### config.mk
export PLATFORM = sky130hd
export DESIGN_NAME = uart_instr_fetch
export DESIGN_NICKNAME = d
export VERILOG_FILES = /design/src/rtl/bitty_fetch_pkg.sv /design/src/rtl/fetch_timeout_ctr.sv /design/src/rtl/uart_instr_fetch.sv
export SDC_FILE = /design/constraint.sdc
export NUM_CORES = 1
export LEC_CHECK = 0
export ABC_AREA = 1
export CAP_MARGIN = 20
export CORE_ASPECT_RATIO = 0.7
export CORE_MARGIN = 2
export CORE_UTILIZATION = 35
export DETAILED_ROUTE_END_ITERATION = 10
export GPL_TIMING_DRIVEN = 0
export MAX_ROUTING_LAYER = met4
export PLACE_DENSITY = 0.67
export SLEW_MARGIN = 10
export SYNTH_ARGS = -nofsm -noshare
export SYNTH_HDL_FRONTEND = slang
export SYNTH_SLANG_ARGS = --single-unit
### constraint.sdc
create_clock -name clk -period 5.85 [get_ports clk]
set_input_delay 1.17 -clock clk [delete_from_list [all_inputs] [get_ports clk]]
set_output_delay 1.17 -clock clk [all_outputs]
set_load 0.05 [all_outputs]
### src/rtl/bitty_fetch_pkg.sv
// bitty_fetch_pkg: fetch FSM state encoding, fetch command byte and default timing limits
package bitty_fetch_pkg;
  typedef enum logic [2:0] {
    IDLE, SEND_CMD, WAIT_CMD, SEND_ADDR, WAIT_ADDR, RECV_HI, RECV_LO, DONE
  } state_t;
  localparam logic [7:0] CMD_FETCH = 8'h66;
  localparam int TIMEOUT_CYCLES_DEF = 1_000_000;
  localparam int MAX_RETRIES_DEF = 3;
  function automatic logic is_wait(state_t s);
    return s inside {WAIT_CMD, WAIT_ADDR, RECV_HI, RECV_LO};
  endfunction
endpackage

### src/rtl/fetch_timeout_ctr.sv
// fetch_timeout_ctr: clearable saturating cycle counter; o_expired while enabled at LIMIT-1 (clk, reset, i_clr, i_en -> o_expired)
module fetch_timeout_ctr #(
  parameter int LIMIT = 1_000_000
) (
  input  logic clk,
  input  logic reset,
  input  logic i_clr,
  input  logic i_en,
  output logic o_expired
);
  localparam int W = LIMIT > 1 ? $clog2(LIMIT) : 1;
  localparam logic [W-1:0] MAX = W'(LIMIT - 1);
  logic [W-1:0] r_cnt;
  always_ff @(posedge clk or posedge reset)
    if (reset) r_cnt <= '0;
    else if (i_clr) r_cnt <= '0;
    else if (i_en && r_cnt != MAX) r_cnt <= r_cnt + 1'b1;
  assign o_expired = i_en && r_cnt == MAX;
endmodule

### src/rtl/uart_instr_fetch.sv
// uart_instr_fetch: sends fetch cmd + PC over UART TX, assembles 16-bit instruction from two RX bytes; timeout with bounded retry
// Ports: start/address/stop_for_rw from top FSM; tx_done/rx_done/rx_data from UART; tx_start_out/tx_data_out to UART;
//        instruction_out/done_out to bitty; busy, err_out status.
module uart_instr_fetch
  import bitty_fetch_pkg::*;
#(
  parameter int TIMEOUT_CYCLES = TIMEOUT_CYCLES_DEF,
  parameter int MAX_RETRIES = MAX_RETRIES_DEF
) (
  input  logic        clk,
  input  logic        reset,
  input  logic        start,
  input  logic [7:0]  address,
  input  logic        stop_for_rw,
  input  logic        tx_done,
  input  logic        rx_done,
  input  logic [7:0]  rx_data,
  output logic        tx_start_out,
  output logic [7:0]  tx_data_out,
  output logic [15:0] instruction_out,
  output logic        done_out,
  output logic        busy,
  output logic        err_out
);
  localparam int RW = $clog2(MAX_RETRIES + 2);
  state_t r_state, w_next;
  logic [7:0] r_addr, r_hi, r_tx_last;
  logic [15:0] r_instr;
  logic [RW-1:0] r_retry;
  logic w_wait, w_expired, w_retry_inc;
  assign w_wait = is_wait(r_state);
  fetch_timeout_ctr #(.LIMIT(TIMEOUT_CYCLES)) u_ctr (
    .clk(clk),
    .reset(reset),
    .i_clr(!w_wait || w_next != r_state),
    .i_en(w_wait),
    .o_expired(w_expired)
  );
  always_ff @(posedge clk or posedge reset)
    if (reset) r_state <= IDLE;
    else r_state <= w_next;
  always_comb begin
    w_next = r_state;
    tx_start_out = 1'b0;
    done_out = 1'b0;
    err_out = 1'b0;
    w_retry_inc = 1'b0;
    case (r_state)
      IDLE:      w_next = start && !stop_for_rw ? SEND_CMD : IDLE;
      SEND_CMD:  begin tx_start_out = 1'b1; w_next = WAIT_CMD; end
      WAIT_CMD:  w_next = tx_done ? SEND_ADDR : WAIT_CMD;
      SEND_ADDR: begin tx_start_out = 1'b1; w_next = WAIT_ADDR; end
      WAIT_ADDR: w_next = tx_done ? RECV_HI : WAIT_ADDR;
      RECV_HI:   w_next = rx_done ? RECV_LO : RECV_HI;
      RECV_LO:   w_next = rx_done ? DONE : RECV_LO;
      DONE:      begin done_out = 1'b1; w_next = IDLE; end
      default:   w_next = IDLE;
    endcase
    // a byte landing on the final cycle wins over the timeout
    if (w_expired && w_next == r_state) begin
      err_out = r_retry == RW'(MAX_RETRIES);
      w_retry_inc = !err_out;
      w_next = err_out ? IDLE : SEND_CMD;
    end
  end
  always_comb
    tx_data_out = r_state == SEND_CMD ? CMD_FETCH : r_state == SEND_ADDR ? r_addr : r_tx_last;
  always_ff @(posedge clk or posedge reset)
    if (reset) begin
      r_addr <= '0;
      r_retry <= '0;
      r_hi <= '0;
      r_tx_last <= '0;
      r_instr <= '0;
    end else begin
      if (r_state == IDLE && w_next == SEND_CMD) begin
        r_addr <= address;
        r_retry <= '0;
      end
      if (w_retry_inc) r_retry <= r_retry + 1'b1;
      if (r_state == RECV_HI && rx_done) r_hi <= rx_data;
      if (r_state == RECV_LO && rx_done) r_instr <= {r_hi, rx_data};
      if (tx_start_out) r_tx_last <= tx_data_out;
    end
  assign instruction_out = r_instr;
  assign busy = r_state != IDLE;
endmodule
==> Flow_metrics.wiki, run 1 <==
{| class="wikitable"
! Metric !! Value
|-
| Status || finished, final reports clean
|-
| Max Buffers Root-to-Sink || 2
|-
| Combinational family with the most area after synthesis || simple AND/OR/NAND/NOR gates
|-
| Max frequency || approximately 220 MHz
|-
| Post-synthesis cell area || 3200 sq um
|-
| Clk Latency, worst-skew pair || 340 ps
|-
| Switching Share || about two fifths
|-
| DR vias || approximately 2600
|-
| Final sum of negative setup slack || 0 ps
|-
| Worst Path Max Fanout || 4
|-
| Post-synth ARST share || 100%
|-
| Diodes inserted || 0
|-
| Die outline area || 9940 sq um
|-
| Std-Cell Core Area || 8960 sq um
|-
| Max Cap Violations || 0
|-
| Net switching power || 0.936 mW
|-
| Worst hold path type || reg2reg
|-
| Most common cell after layout, fill and taps aside || nand2_1
|-
| Pre-CTS WS || around 1300 ps
|-
| Synth Area in Compound Gates || 4.85%
|-
| Chip Width || ~120 um
|-
| Highest-count cells in the layout ignoring fill and taps || nand2_1 (113), dfrtp_1 (66), clkdlybuf4s50_1 (49), inv_1 (39), o21ai_0 (27)
|-
| Fraction of final layout cells sized beyond drive strength 1 || a little over an eighth
|-
| Transition at the pin with the smallest max-transition slack || 823 ps
|-
| Setup crit end kind || output port
|-
| Number of antenna violations at the first check in global routing || 0
|-
| Most used cell, CP || clkdlybuf4s50_1
|-
| Ordered cell list for the critical path || clkdlybuf4s50_1 > inv_1 > nand2_1 > o21ai_0 > nand3_1 > nor2_1 > clkdlybuf4s50_1
|-
| Required time at the endpoint of the critical path || between 4000 and 5000 ps
|-
| Final setup fails || 0
|-
| Clock skew after layout || roughly 5.7 ps
|-
| Startpoint kind of the worst setup timing path || input pin
|-
| DRT iter0 DRCs || about 170
|-
| Largest net degree at the start of global routing || 67
|-
| Max-slew headroom at the worst pin || 45.1%
|-
| Unrepaired setup endpoints after global routing || false
|-
| Clock buffers created by TritonCTS || 9
|-
| Number of non-filler instances in the completed layout || around 570
|-
| Post-DP HPWL || just under 5 mm
|-
| ANT nets after route || 0
|-
| Final Max Slew Viols || 0
|-
| H-tree lvl count || 3
|-
| Power Density || about 530 nW/um^2
|-
| Number of port buffers || between 40 and 50
|-
| Final core occ || approximately 47%
|-
| Final hold violation count || 0
|-
| Clock input transition at the sequential cells of the worst setup and hold paths || about 60 ps
|-
| Proportion of power drawn by the clock network || 28.1%
|-
| Maximum single-stage delay on the critical path || 830 ps
|-
| Cells after DPL || 550
|-
| Peak supply drop || roughly 0.00029 V
|-
| Vias per cell || 4.56
|-
| Clock tree from TritonCTS || built
|-
| First-pass GRT wire length || between 10 and 15 mm
|-
| Number of nets in the synthesized netlist || between 400 and 500
|-
| Sum of overflow across all layers after global routing || 0
|-
| All-layer global routing usage || between 10% and 20%
|-
| Final cycle utilization of the critical path || between 70% and 80%
|-
| CTS Hold Bufs || 0
|-
| Proportion of synthesized chip area in sequential cells || just over 50%
|-
| Total of cells resized after clock tree synthesis || 0
|-
| Most used flip-flop cell after synthesis || dfrtp_1
|-
| Number of enable flip-flop cells after synthesis || 0
|-
| Detailed Routing Iterations Pass 1 || 4
|-
| Data arrival, critical path || about 3300 ps
|-
| Layout overhead on the synthesized area || 31.2%
|-
| Crit path kind || in2out
|-
| Vias in the first global route || between 2000 and 2500
|-
| Flip-flop and latch count after synthesis || 66
|-
| Post-CTS setup buffer count || 0
|-
| Mux contribution to synthesized area || 0%
|-
| Fin crit period || between 4000 and 5000 ps
|-
| Count of clock tree sinks || 66
|-
| Distinct cell type count after synthesis || 28
|-
| Post-synthesis average cell area || roughly 8.5 sq um
|-
| Synthesized-area fraction occupied by xor and xnor cells || 4.65%
|-
| Residual DRC || 0
|-
| Final critical-path setup slack || roughly 1300 ps
|-
| Cell internal pwr || ~1.3 mW
|-
| Count of mapped cells out of synthesis || around 380
|-
| Slowest cell on crit path || clkdlybuf4s50_1
|-
| Total wirelength of the detailed-routed design || 6.91 mm
|-
| Final weighted congestion in routability-driven placement || roughly 0.86
|-
| Die height || ~84 um
|-
| Area fraction in and, or, nand and nor cells after synthesis || between 30% and 40%
|-
| Number of warnings reported in the yosys synthesis log || 0
|-
| Portion of total power attributed to combinational logic || a little over two fifths
|-
| IO Count || 50
|-
| Leakage power || ~1.9 nW
|-
| Post-DR wirelength/cell || approximately 12 um
|-
| Effective utilization at floorplan || 35.7%
|-
| CTS Root Cell || clkbuf_16
|-
| Placement Rows || 29
|-
| Sequential fraction of design power || 29.3%
|-
| Total number of nets in the final design || ~460
|-
| Adder and majority gate portion of the synthesized area || 1.17%
|}
[worst max-delay path: cells and delay by family]
family / cells / cell delay [ps]
compound gates: 1 / 380
buf+inv: 3 / 1340
simple gates: 3 / 450
[sequential cells by signal, indices dropped and copies added, names as in the netlist]
signal / flops
r_addr: 8
r_state: 3
r_retry: 3
instruction_out: 16
u_ctr.r_cnt: 20
r_hi: 8
r_tx_last: 8
[final timing paths]
check                           slack, ps             end  depth (start not counted)            from
worst max-delay path                 1340         err_out                          7         rx_done
worst min-delay path                  470       r_addr[4]                          2       r_addr[4]
worst max register to register       3820       r_addr[7]                         10  u_ctr.r_cnt[0]
worst min register to register        470       r_addr[4]                          2       r_addr[4]
max in group asynchronous            3960         r_hi[7]                          2           reset
min in group asynchronous            1350  u_ctr.r_cnt[5]                          2           reset
[cells by family after synthesis]
logic type               after synthesis
flip-flops                            66
AND/OR/NAND/NOR                      211
buffers and inverters                 50
XOR/XNOR                              17
adder cells (fa/ha/maj)                3
AO/OA/AOI/OAI                         30
[synthesized netlist by cell type, drive strengths merged (4+ instances only)]
cell | number | area share, %
buf | 4 | 1.3
clkbuf | 5 | 0.59
dfrtp | 66 | 52
inv | 41 | 4.8
nand2 | 116 | 14
nand3 | 31 | 5.6
nand4 | 8 | 1.8
nor2 | 46 | 7.7
o21ai | 28 | 4.4
xnor2 | 6 | 1.6
xor2 | 11 | 3.0
[metal layers]
| layer | part of all wire, % | global-route usage [%] | routed length, um | up-vias |
|---|---|---|---|---|
| met5 | 0 | - | 0 | - |
| met2 | 44 | 22.2 | 3020 | 55 |
| met4 | 1.2 | 4.27 | 82 | 0 |
| met3 | 6.9 | 6.49 | 475 | 8 |
| li1 | - | - | - | 1304 |
| met1 | 48 | 21.0 | 3340 | 1214 |
[power by group through the flow]
stage / Sequential (mW) / Combinational (mW) / Clock [mW]
after floorplan: 0.804 / 0.537 / 0
after global placement: 0.662 / 0.944 / 0
after detailed placement: 0.663 / 0.965 / 0
after CTS: 0.660 / 0.969 / 0.640
after global routing: 0.676 / 1.04 / 0.663
final: 0.659 / 0.957 / 0.630
[final cells by class]
type,count,area (sq um)
sequential,66,1650
tap,124,155
inverter,41,156
buffer,9,60.1
multi-input combinational,261,1340
fill,887,4760
clock inverter,7,125
clock buffer,9,225
timing repair buffer,49,490
[stage by stage]
stage,power (mW),area [sq um],hold WS [ps]
finish,2.25,4200,472
global route,2.38,4200,493
CTS,2.27,4200,473
detailed placement,1.63,3850,459
global placement,1.61,3850,453
floorplan,1.34,3200,441
Power figures use the tool's default switching activity.
==> run 2, diff against run 1 <==
--- a/config.mk
+++ b/config.mk
@@ -13,7 +13,7 @@
 export DETAILED_ROUTE_END_ITERATION = 10
 export GPL_TIMING_DRIVEN = 0
 export MAX_ROUTING_LAYER = met4
-export PLACE_DENSITY = 0.67
+export PLACE_DENSITY = 0.69
 export SLEW_MARGIN = 10
 export SYNTH_ARGS = -nofsm -noshare
 export SYNTH_HDL_FRONTEND = slang
==> constraint.sdc (replaced) <==
create_clock -name clk -period 4 [get_ports clk]
set_input_delay 0.8 -clock clk [delete_from_list [all_inputs] [get_ports clk]]
set_output_delay 0.8 -clock clk [all_outputs]
set_load 0.05 [all_outputs]
==> Flow_metrics.wiki, run 2 (synthesis results as in run 1) <==
{| class="wikitable"
! Metric !! Value
|-
| Status || finished, final reports clean (unchanged)
|-
| Detailed Routing Iterations Pass 1 || 5 (was 4)
|-
| Final hold slack || 471 ps (was 472 ps)
|-
| Clock input transition at the sequential cells of the worst setup and hold paths || 50 ps (was 60 ps)
|-
| Vias in the first global route || 2553 (was 2482)
|-
| Final hold violation count || 0 (unchanged)
|-
| Startpoint kind of the worst setup timing path || input pin (unchanged)
|-
| Crit path kind || in2out (unchanged)
|-
| Final weighted congestion in routability-driven placement || 0.854 (was 0.857)
|-
| Final sum of negative setup slack || 0 ps (unchanged)
|-
| All-layer global routing usage || 15.1% (was 15.8%)
|-
| Clock buffers created by TritonCTS || 9 (unchanged)
|-
| Most common cell after layout, fill and taps aside || nand2_1 (unchanged)
|-
| Data arrival, critical path || 2670 ps (was 3340 ps)
|-
| Post-DP HPWL || 4.91 mm (was 4.89 mm)
|-
| Worst Path Max Fanout || 4 (unchanged)
|-
| Highest-count cells in the layout ignoring fill and taps || nand2_1 (113), dfrtp_1 (66), clkdlybuf4s50_1 (48), inv_1 (39), o21ai_0 (27) (was nand2_1 (113), dfrtp_1 (66), clkdlybuf4s50_1 (49), inv_1 (39), o21ai_0 (27))
|-
| Capturing point of the worst reg2reg path || r_addr[0] (was r_addr[7])
|-
| Sequential fraction of design power || 31.4% (was 29.3%)
|-
| Fin crit period || approximately 3500 ps
|-
| IO Count || 50 (unchanged)
|-
| Hold worst-path end || u_ctr.r_cnt[0] (was r_addr[4])
|-
| Largest Register || u_ctr.r_cnt (unchanged)
|-
| Fraction of final layout cells sized beyond drive strength 1 || 13.1% (unchanged)
|-
| CTS Root Cell || clkbuf_16 (unchanged)
|-
| Max-slew headroom at the worst pin || 47.2% (was 45.1%)
|-
| Transition at the pin with the smallest max-transition slack || 793 ps (was 823 ps)
|-
| Clock skew after layout || 5.37 ps (was 5.68 ps)
|-
| Die outline area || 9940 sq um (unchanged)
|-
| Max frequency || around 290 MHz
|-
| Total number of nets in the final design || 462 (unchanged)
|-
| R2R setup slack || 1980 ps (was 3820 ps)
|-
| CTS Hold Bufs || 0 (unchanged)
|-
| Post-DR wirelength/cell || 11.7 um (was 12.2 um)
|-
| Final cycle utilization of the critical path || just under 90%
|-
| Setup crit end kind || output port (unchanged)
|-
| Effective utilization at floorplan || 35.7% (unchanged)
|-
| Total wirelength of the detailed-routed design || 6.62 mm (was 6.91 mm)
|-
| Chip Width || 118 um (unchanged)
|-
| Number of antenna violations at the first check in global routing || 0 (unchanged)
|-
| Unrepaired setup endpoints after global routing || false (unchanged)
|-
| Net switching power || 1.34 mW (was 0.936 mW)
|-
| Vias per cell || 4.51 (was 4.56)
|-
| Portion of total power attributed to combinational logic || 45.1% (was 42.6%)
|-
| Hold Crit Start || u_ctr.r_cnt[0] (was r_addr[4])
|-
| First-pass GRT wire length || 11.6 mm (was 12.0 mm)
|-
| Residual DRC || 0 (unchanged)
|-
| Std-Cell Core Area || 8960 sq um (unchanged)
|-
| Cell internal pwr || 1.74 mW (was 1.31 mW)
|-
| DR vias || 2551 (was 2581)
|-
| Number of port buffers || 49 (unchanged)
|-
| Leakage power || 1.93 nW (was 1.95 nW)
|-
| Hold path cells || 1 (was 2)
|-
| Count of clock tree sinks || 66 (unchanged)
|-
| Max reg flops || 20 (unchanged)
|-
| Origin of the critical flop-to-flop path || u_ctr.r_cnt[0] (unchanged)
|-
| Required time at the endpoint of the critical path || 3200 ps (was 4680 ps)
|-
| Die height || 84.0 um (unchanged)
|-
| Sum of overflow across all layers after global routing || 0 (unchanged)
|-
| Worst hold path type || reg2reg (unchanged)
|-
| Layout overhead on the synthesized area || 29.1% (was 31.2%)
|-
| Switching Share || 43.4% (was 41.7%)
|-
| Power Density || 744 nW/um^2 (was 535 nW/um^2)
|-
| Max Cap Violations || 0 (unchanged)
|-
| Peak supply drop || 0.000408 V (was 0.000286 V)
|-
| Worst Reg-to-Reg Cells || 10 (unchanged)
|-
| Clk Latency, worst-skew pair || 330 ps (was 340 ps)
|-
| Post-CTS setup buffer count || 0 (unchanged)
|-
| Placement Rows || 29 (unchanged)
|-
| DRT iter0 DRCs || 146 (was 165)
|-
| Clock tree from TritonCTS || built (unchanged)
|-
| H-tree lvl count || 3 (unchanged)
|-
| Proportion of power drawn by the clock network || 23.4% (was 28.1%)
|-
| Final setup fails || 0 (unchanged)
|-
| ANT nets after route || 0 (unchanged)
|-
| Largest net degree at the start of global routing || 67 (unchanged)
|-
| Final Max Slew Viols || 0 (unchanged)
|-
| Diodes inserted || 0 (unchanged)
|-
| Max Buffers Root-to-Sink || 2 (unchanged)
|}
==> run 2: repair_timing <==
item,in CTS,in global routing
setup endpoints to repair,0,1
gates resized for setup,0,1
hold endpoints to repair,0,0
==> run 2: layout make-up <==
class	instances	area [sq um]
fillers	877	4830
repair buffers	49	493
clock buffers	10	239
multi-input cells	261	1340
flip-flops and latches	66	1650
plain buffers	9	60.1
well taps	124	155
inverters	41	156
clock inverters	6	41.3
==> run 2: worst max-delay path, stage by stage <==
cell and delay [ps]:
clkdlybuf4s50_1 470, inv_1 100, nand2_1 60, o21ai_0 400, nand3_1 210, nor2_1 180, dlymetal6s2s_1 450
==> run 2: stage by stage <==
step	setup WS, ps	util (%)	instances	instance area (sq um)	power, mW
detailed placement	104	42.9	550	3850	2.37
CTS	110	46.1	566	4130	3.10
finish	526	46.1	566	4130	3.07
floorplan	1080	-	377	3200	1.96
global placement	148	42.9	550	3850	2.35
global route	325	46.1	566	4130	3.28
==> run 2: how the worst max path moves through the flow <==
| stage | startpoint | to | slack [ps] | cells after the start |
|---|---|---|---|---|
| 6_report | rx_done | err_out | 530 | 7 |
| 3_5_place_dp | rx_done | err_out | 100 | 7 |
| 4_1_cts | rx_done | err_out | 110 | 7 |
| 3_3_place_gp | rx_done | err_out | 150 | 7 |
| 5_1_grt | rx_done | err_out | 320 | 7 |
| 2_1_floorplan | r_state[2] | tx_data_out[0] | 1080 | 3 |
==> run 2: layer usage <==
| layer | vias up | global-route usage (%) | wire (um) |
|---|---|---|---|
| li1 | 1316 | - | - |
| met4 | 0 | 4.82 | 77 |
| met5 | - | - | 0 |
| met3 | 6 | 4.44 | 336 |
| met1 | 1174 | 20.5 | 3290 |
| met2 | 55 | 21.6 | 2910 |
==> run 2: power groups by stage <==
stage	clock [mW]	combinational [mW]	sequential, mW
6_report	0.720	1.39	0.966
2_1_floorplan	0	0.785	1.18
3_3_place_gp	0	1.37	0.972
3_5_place_dp	0	1.40	0.973
4_1_cts	0.737	1.40	0.966
5_1_grt	0.772	1.52	0.989
